### src/rtl/uart_rx_axis.sv
// 8N1 UART receiver with 16x oversampling, presenting bytes on a one-deep AXI4-Stream register.
// Framing errors and dropped bytes (output still full) are flagged with single-cycle pulses.
//
// state   | meaning
// S_IDLE  | line idle, waiting for a low level on rxd_s
// S_START | timing the start bit, verify it mid-bit
// S_DATA  | sampling 8 data bits mid-bit, LSB first
// S_STOP  | sampling the stop bit, deliver / drop / flag the byte
// S_BRK   | line held low after a framing error, wait for it to go high
module uart_rx_axis #(
  parameter int CLK_FREQ  = 100_000_000,
  parameter int BAUD_RATE = 115200,
  parameter int TICK_DIV  = (CLK_FREQ + 8 * BAUD_RATE) / (16 * BAUD_RATE)
) (
  input  logic       aclk,
  input  logic       aresetn,
  input  logic       uart_rxd,
  output logic       rx_byte_tvalid,
  input  logic       rx_byte_tready,
  output logic [7:0] rx_byte_tdata,
  output logic       frame_err,
  output logic       overrun_err
);

  localparam int TW = (TICK_DIV > 1) ? $clog2(TICK_DIV) : 1;
  localparam logic [TW-1:0] TICK_LAST = TW'(TICK_DIV - 1);

  typedef enum logic [2:0] {
    S_IDLE  = 3'd0,
    S_START = 3'd1,
    S_DATA  = 3'd2,
    S_STOP  = 3'd3,
    S_BRK   = 3'd4
  } state_t;

  state_t          state, state_nxt;
  logic            rxd_m, rxd_s;
  logic [TW-1:0]   tick_cnt;
  logic            tick;
  logic [3:0]      samp_cnt;
  logic [2:0]      bit_idx;
  logic [7:0]      shift_reg;
  logic            clr_cnt, clr_samp, shift_en, stop_ok, stop_bad;

  always_ff @(posedge aclk or negedge aresetn) begin
    if (!aresetn) begin
      rxd_m <= 1'b1;
      rxd_s <= 1'b1;
    end else begin
      rxd_m <= uart_rxd;
      rxd_s <= rxd_m;
    end
  end

  // Oversample timer counts down; reloading it on the start edge aligns ticks to the character.
  assign tick = (tick_cnt == '0);

  always_ff @(posedge aclk or negedge aresetn) begin
    if (!aresetn) state <= S_IDLE;
    else          state <= state_nxt;
  end

  always_comb begin
    state_nxt = state;
    clr_cnt   = 1'b0;
    clr_samp  = 1'b0;
    shift_en  = 1'b0;
    stop_ok   = 1'b0;
    stop_bad  = 1'b0;
    case (state)
      S_IDLE: begin
        if (!rxd_s) begin
          state_nxt = S_START;
          clr_cnt   = 1'b1;
        end
      end
      S_START: begin
        if (tick && samp_cnt == 4'd7) begin
          if (rxd_s) begin
            state_nxt = S_IDLE;
          end else begin
            state_nxt = S_DATA;
            clr_samp  = 1'b1;
          end
        end
      end
      S_DATA: begin
        if (tick && samp_cnt == 4'd15) begin
          shift_en = 1'b1;
          if (bit_idx == 3'd7) state_nxt = S_STOP;
        end
      end
      S_STOP: begin
        if (tick && samp_cnt == 4'd15) begin
          if (rxd_s) begin
            stop_ok   = 1'b1;
            state_nxt = S_IDLE;
          end else begin
            stop_bad  = 1'b1;
            state_nxt = S_BRK;
          end
        end
      end
      S_BRK: begin
        if (rxd_s) state_nxt = S_IDLE;
      end
      default: state_nxt = S_IDLE;
    endcase
  end

  always_ff @(posedge aclk or negedge aresetn) begin
    if (!aresetn) begin
      tick_cnt  <= '0;
      samp_cnt  <= 4'd0;
      bit_idx   <= 3'd0;
      shift_reg <= 8'h00;
    end else begin
      if (clr_cnt || tick) tick_cnt <= TICK_LAST;
      else                 tick_cnt <= tick_cnt - 1'b1;

      if (clr_cnt || clr_samp) samp_cnt <= 4'd0;
      else if (tick)           samp_cnt <= samp_cnt + 4'd1;

      if (clr_samp)      bit_idx <= 3'd0;
      else if (shift_en) bit_idx <= bit_idx + 3'd1;

      if (shift_en) shift_reg[bit_idx] <= rxd_s;
    end
  end

  // An accept in the same cycle as a new byte frees the slot, so that byte is not an overrun.
  always_ff @(posedge aclk or negedge aresetn) begin
    if (!aresetn) begin
      rx_byte_tvalid <= 1'b0;
      rx_byte_tdata  <= 8'h00;
      frame_err      <= 1'b0;
      overrun_err    <= 1'b0;
    end else begin
      frame_err   <= stop_bad;
      overrun_err <= stop_ok && rx_byte_tvalid && !rx_byte_tready;
      if (stop_ok && (!rx_byte_tvalid || rx_byte_tready)) begin
        rx_byte_tdata  <= shift_reg;
        rx_byte_tvalid <= 1'b1;
      end else if (rx_byte_tvalid && rx_byte_tready) begin
        rx_byte_tvalid <= 1'b0;
      end
    end
  end

endmodule

### config.mk
export PLATFORM = sky130hd
export DESIGN_NAME = uart_rx_axis
export DESIGN_NICKNAME = d
export VERILOG_FILES = /design/src/rtl/uart_rx_axis.sv
export SDC_FILE = /design/constraint.sdc
export NUM_CORES = 1
export LEC_CHECK = 0
export BUFFER_PORTS_ARGS = -buffer_cell sky130_fd_sc_hd__buf_2
export CORE_MARGIN = 3
export CORE_UTILIZATION = 58
export DETAILED_ROUTE_END_ITERATION = 8
export PLACE_DENSITY = 0.78
export SYNTH_ARGS = -nofsm -noshare
export SYNTH_HDL_FRONTEND = slang
export SYNTH_SLANG_ARGS = --single-unit
export TNS_END_PERCENT = 5
### constraint.sdc
create_clock -name aclk -period 2.9 [get_ports aclk]
set_input_delay 0.29 -clock aclk [delete_from_list [all_inputs] [get_ports aclk]]
set_output_delay 0.29 -clock aclk [all_outputs]
set_load 0.005 [all_outputs]
* Yosys cells after proc, flatten, opt, wreduce, memory -nomap -nowiden
Cells that the tools add are included.
** Operators by class
- Equal/unequal tests :: 13
- Reduce and logical (&&, ||, !) cells :: 18
- Magnitude comparators :: 2
- Mux-type cells :: 30
- Add/sub/neg operators :: 3
** Operator list (count)
- $mux W3 :: 9
- $pmux W3 S5 :: 1
- $mux W1 :: 14
- $ne A2 B2 Y1 const B :: 6
- $bwmux W8 :: 1
- $mux W4 :: 2
- $logic_and A1 B1 Y1 :: 7
- $eq A3 B2 Y1 const B :: 2
- $eq A3 B3 Y1 const B :: 2
- $logic_not A6 Y1 :: 1
- $mux W6 :: 1
- $reduce_and A6 Y1 :: 1
- $reduce_bool A2 Y1 :: 3
- $sub A6 B1 Y6 const B :: 1
- $add A4 B1 Y4 const B :: 1
- $eq A4 B3 Y1 const B :: 1
- $eq A4 B4 Y1 const B :: 1
- $lt A3 B4 Y1 const B :: 1
- $add A3 B1 Y3 const B :: 1
- $demux W1 S3 :: 1
- $eq A3 B1 Y1 const B :: 1
- $ge A3 B1 Y1 const B :: 1
- $logic_not A3 Y1 :: 1
- $logic_or A1 B1 Y1 :: 3
- 2 further kinds :: 3
** Storage, ports and cells
- Register bits after elaboration :: 37
- Input bits :: 4
- Logic and storage cells :: 77

* Logic depth before layout (Yosys ltp)
- Word-level depth :: 6
- Gate-level depth with buffers :: 7
- Gate-level depth less buffers :: 6

* Worst setup path before layout
Ideal clock, no wire load.
- Path type :: reg-to-reg
- Start point :: register tick_cnt[0]
- End point :: register rx_byte_tdata[0]
- Cell stages (with the launch flop) :: 8
- Arrival time :: 1922 ps
- Clock period less this slack :: 2047 ps
- Data required time :: 2775 ps
- Slack :: 853 ps
- Buffers on the path :: 1
- Cells stage by stage :: dfrtp_1 > inv_1 > ha_1 > or4b_1 > buf_6 > nor3_4 > nand4b_4 > mux2_2
** On the way
- Word-level cells in the longest chain between the ends :: 5
** Ends and longest elaborated chain
- start: declaration :: RTL line 38 : logic [TW-1:0] tick_cnt;
- start signal: assignment :: RTL line 119 : else tick_cnt <= tick_cnt - 1'b1;
- $logic_not A6 Y1 :: RTL line 56 : assign tick = (tick_cnt == '0);
- $logic_and A1 B1 Y1 :: RTL line 94 : if (tick && samp_cnt == 4'd15) begin
- $mux W1 :: RTL line 94
- $mux W1 :: RTL line 70 : case (state)
- $logic_and A1 B1 Y1 :: RTL line 141 : if (stop_ok && (!rx_byte_tvalid || rx_byte_tready)) begin
- end signal: assignment :: RTL line 142 : rx_byte_tdata <= shift_reg;
- end: declaration :: RTL line 20 : output logic [7:0] rx_byte_tdata,
No other way between the ends.
A chain may end at the register's enable or synchronous reset.

* Worst setup path in the final report
- Start point :: register tick_cnt[0]
- End point :: register rx_byte_tdata[1]
The elaborated chain is that of the path after synthesis.

==> results by group <==
CTS
  • Max Buffers Root-to-Sink: 2
  • Post-CTS resize count: 0
  • Cts-stage hold buffer count: 0
  • Clock Sink Count: 37
  • Clock buffers created by TritonCTS: 5
  • Clock Pin Slew Worst Setup and Hold Paths: roughly 120 ps
  • Cell at the root of the clock tree: sky130_fd_sc_hd__clkbuf_4
  • Clk Latency, worst-skew pair: approximately 350 ps
  • Post-CTS Setup Bufs: 0
  • Level count of the clock H-tree: 2
  • TritonCTS clock tree: built

Logic synthesis
  • Number of flops mapped to enable cells by yosys: 0
  • Synthesized area divided by synthesized cell count: about 12 sq um
  • Number of synthesized register bits: 37
  • Biggest area consumer among synthesized cells: sky130_fd_sc_hd__dfrtp_1
  • Largest cells by area after synthesis: sky130_fd_sc_hd__dfrtp_1 (51%), sky130_fd_sc_hd__mux2_2 (10%), sky130_fd_sc_hd__ha_1 (3.6%)
  • Share of flip-flops with an asynchronous set or reset: 1.00
  • Area of the mapped netlist: between 0.0015 and 0.002 sq mm
  • Gate count of the mapped netlist: between 100 and 150
  • Yosys cell types: 36
  • Fraction of the yosys area taken by sequential cells: 0.539
  • Synth Warn #: 0
  • Number of nets in the synthesized netlist: between 150 and 200
  • Most used DFF post-synth: sky130_fd_sc_hd__dfrtp_1
  • Proportion of netlist area held by the largest area contributor: 0.508

Run
  • Maximum Capacitance Violations: 0

Die
  • DIE AREA: 0.00366 sq mm
  • Initial cell density of the core: 0.614
  • Horizontal die dimension: between 60 and 70 um
  • Boundary pin count: 15
  • Height of the die: roughly 61 um
  • Standard-cell row count: 19
  • Placeable core region: 0.00281 sq mm

Routing
  • Number of vias per cell after detailed routing: roughly 6.0
  • Remaining design rule violation count: 0
  • Avg WL per Cell: 16.6 um
  • Routed WL: 3220 um
  • Via count: between 1000 and 1500
  • Final antenna-violating net count: 0
  • First-pass DRT Iterations: 4
  • Number of design-rule violations left by the first detailed-router iteration: just under 70

Layout
  • Diode count: 0
  • Layout cells sized above 1: 0.270
  • Commonest non-fill, non-tap cells in the layout: sky130_fd_sc_hd__dfrtp_1 (35), sky130_fd_sc_hd__mux2_2 (16), sky130_fd_sc_hd__buf_2 (14), sky130_fd_sc_hd__nand2_1 (13), sky130_fd_sc_hd__nor2_1 (11)
  • # nets final: around 170
  • Final standard cell utilization of the core: 0.662
  • Area growth, synth to finish: 7.77%
  • Most frequent standard cell in the layout excluding fill and tap cells: sky130_fd_sc_hd__dfrtp_1

Place
  • GP Congestion: roughly 0.8
  • Count of buffers from port buffering: 14
  • HPWL after detailed placement: about 2300 um

Timing
  • Clock skew: ~18 ps
  • Endpoints failing hold: 0
  • Slew headroom: 0.473
  • Setup repair after global routing missed its margin: false
  • Slew of the pin with the lowest slew margin: roughly 800 ps
  • Final critical-path required period: roughly 2300 ps
  • Final number of max-transition violations: 0
  • Post-Route Setup TNS: 0 ps
  • Peak Freq: approximately 430 MHz
  • Final number of setup-violating endpoints: 0
  • Fin crit share: 0.796

Global routing
  • Aggregate global routing overflow: 0
  • All-Layer GR Usage: 0.211
  • First-pass GRT wire length: 5490 um
  • Via count of the first global-routing pass: 1160
  • Largest net degree at the start of global routing: 38
  • Initial antenna violation count: 0

Worst setup path
  • Setup CP Type: reg2reg
  • Worst reg2reg setup slack: 590 ps
  • Endpoint class of the critical path: flip-flop
  • Element type at the critical path start: flip-flop
  • Highest fanout seen on the critical path: 8
  • Required time reported for the critical path endpoint: around 3100 ps
  • Data arrival at the endpoint of the critical path: roughly 2500 ps

Power
  • Final total power: 0.795 mW
  • Leakage Power: 0.948 nW
  • Power density over the cells: between 400 and 500 mW/mm^2
  • Worst VDD drop: roughly 0.42 mV

Worst hold path
  • Classification of the worst-slack hold path: in2async

Outcome
  • Result of the run: finished, final reports clean
[Yosys cell counts, types with 2 or more instances]
master / n
sky130_fd_sc_hd__a21oi_1: 2
sky130_fd_sc_hd__nand2b_1: 2
sky130_fd_sc_hd__a31oi_1: 2
sky130_fd_sc_hd__nand4_1: 2
sky130_fd_sc_hd__nor2_1: 11
sky130_fd_sc_hd__inv_1: 3
sky130_fd_sc_hd__dfrtp_1: 35
sky130_fd_sc_hd__nand4b_1: 2
sky130_fd_sc_hd__dfstp_2: 2
sky130_fd_sc_hd__nor3_1: 9
sky130_fd_sc_hd__nand3_1: 5
sky130_fd_sc_hd__nor3b_1: 3
sky130_fd_sc_hd__a32o_1: 3
sky130_fd_sc_hd__xnor2_1: 5
sky130_fd_sc_hd__mux2_2: 16
sky130_fd_sc_hd__ha_1: 5
sky130_fd_sc_hd__clkbuf_1: 6
sky130_fd_sc_hd__nand2_1: 13
sky130_fd_sc_hd__nand3b_1: 4
[worst paths after layout]
| kind | startpoint | endpoint | cells past startpoint |
|---|---|---|---|
| min in group aclk | uart_rxd | rxd_m$_DFF_PN1_ | 1 |
| max | tick_cnt[0]$_DFF_PN0_ | rx_byte_tdata[1]$_DFFE_PN0P_ | 6 |
| min reg2reg | rxd_m$_DFF_PN1_ | rxd_s$_DFF_PN1_ | 0 |
| min | aresetn | bit_idx[2]$_DFFE_PN0P_ | 1 |
| max in group asynchronous | aresetn | shift_reg[1]$_DFFE_PN0P_ | 1 |
| max reg2reg | tick_cnt[0]$_DFF_PN0_ | rx_byte_tdata[1]$_DFFE_PN0P_ | 6 |
[report_power, final]
part           switching (mW)  internal, mW  total (mW)  leakage [nW]
combinational          0.0106       0.00339      0.0140         0.421
sequential            0.00323         0.518       0.522         0.495
clock                   0.167        0.0923       0.259        0.0320
total                   0.181         0.614       0.795         0.948
[final cells by class]
class                   count  area (sq um)
inverters                   3          11.3
clock inverters             2          10.0
multi-input cells         100           749
flip-flops and latches     37           928
well taps                  31          38.8
repair buffers             15          77.6
clock buffers               6          41.3
fillers                   222           948
[kinds of logic after synthesis]
kind of cell	share of synthesized area
flip-flops	0.539
XOR/XNOR	0.0305
AND/OR/NAND/NOR	0.203
multiplexers	0.110
AO/OA/AOI/OAI	0.0545
buffers and inverters	0.0261
adder cells (fa/ha/maj)	0.0363
[stage by stage]
| step | cells | cell area [sq um] | hold slack [ps] | setup WS, ps |
|---|---|---|---|---|
| global route | 194 | 1860 | 22.8 | 431 |
| finish | 194 | 1860 | 18.0 | 590 |
| floorplan | 147 | 1720 | -5.59 | 853 |
| CTS | 194 | 1860 | 33.3 | 561 |
| global placement | 186 | 1810 | 352 | 669 |
| detailed placement | 186 | 1810 | 350 | 584 |
[critical path: stages, from the launching register on]
cell and delay (ps):
sky130_fd_sc_hd__dfrtp_1 410, sky130_fd_sc_hd__inv_1 100, sky130_fd_sc_hd__ha_1 140, sky130_fd_sc_hd__or4b_1 600, sky130_fd_sc_hd__nor3_4 390, sky130_fd_sc_hd__nand4b_4 230
sky130_fd_sc_hd__mux2_2 320
[routing by layer]
layer,part of all wire,GRT usage,vias to the layer above
li1,-,-,558
met1,0.44,0.255,577
met2,0.50,0.343,19
met3,0.039,0.0723,9
met4,0.021,0.0929,0
met5,0,0,-
No activity file was read; power rests on OpenSTA's default activity.
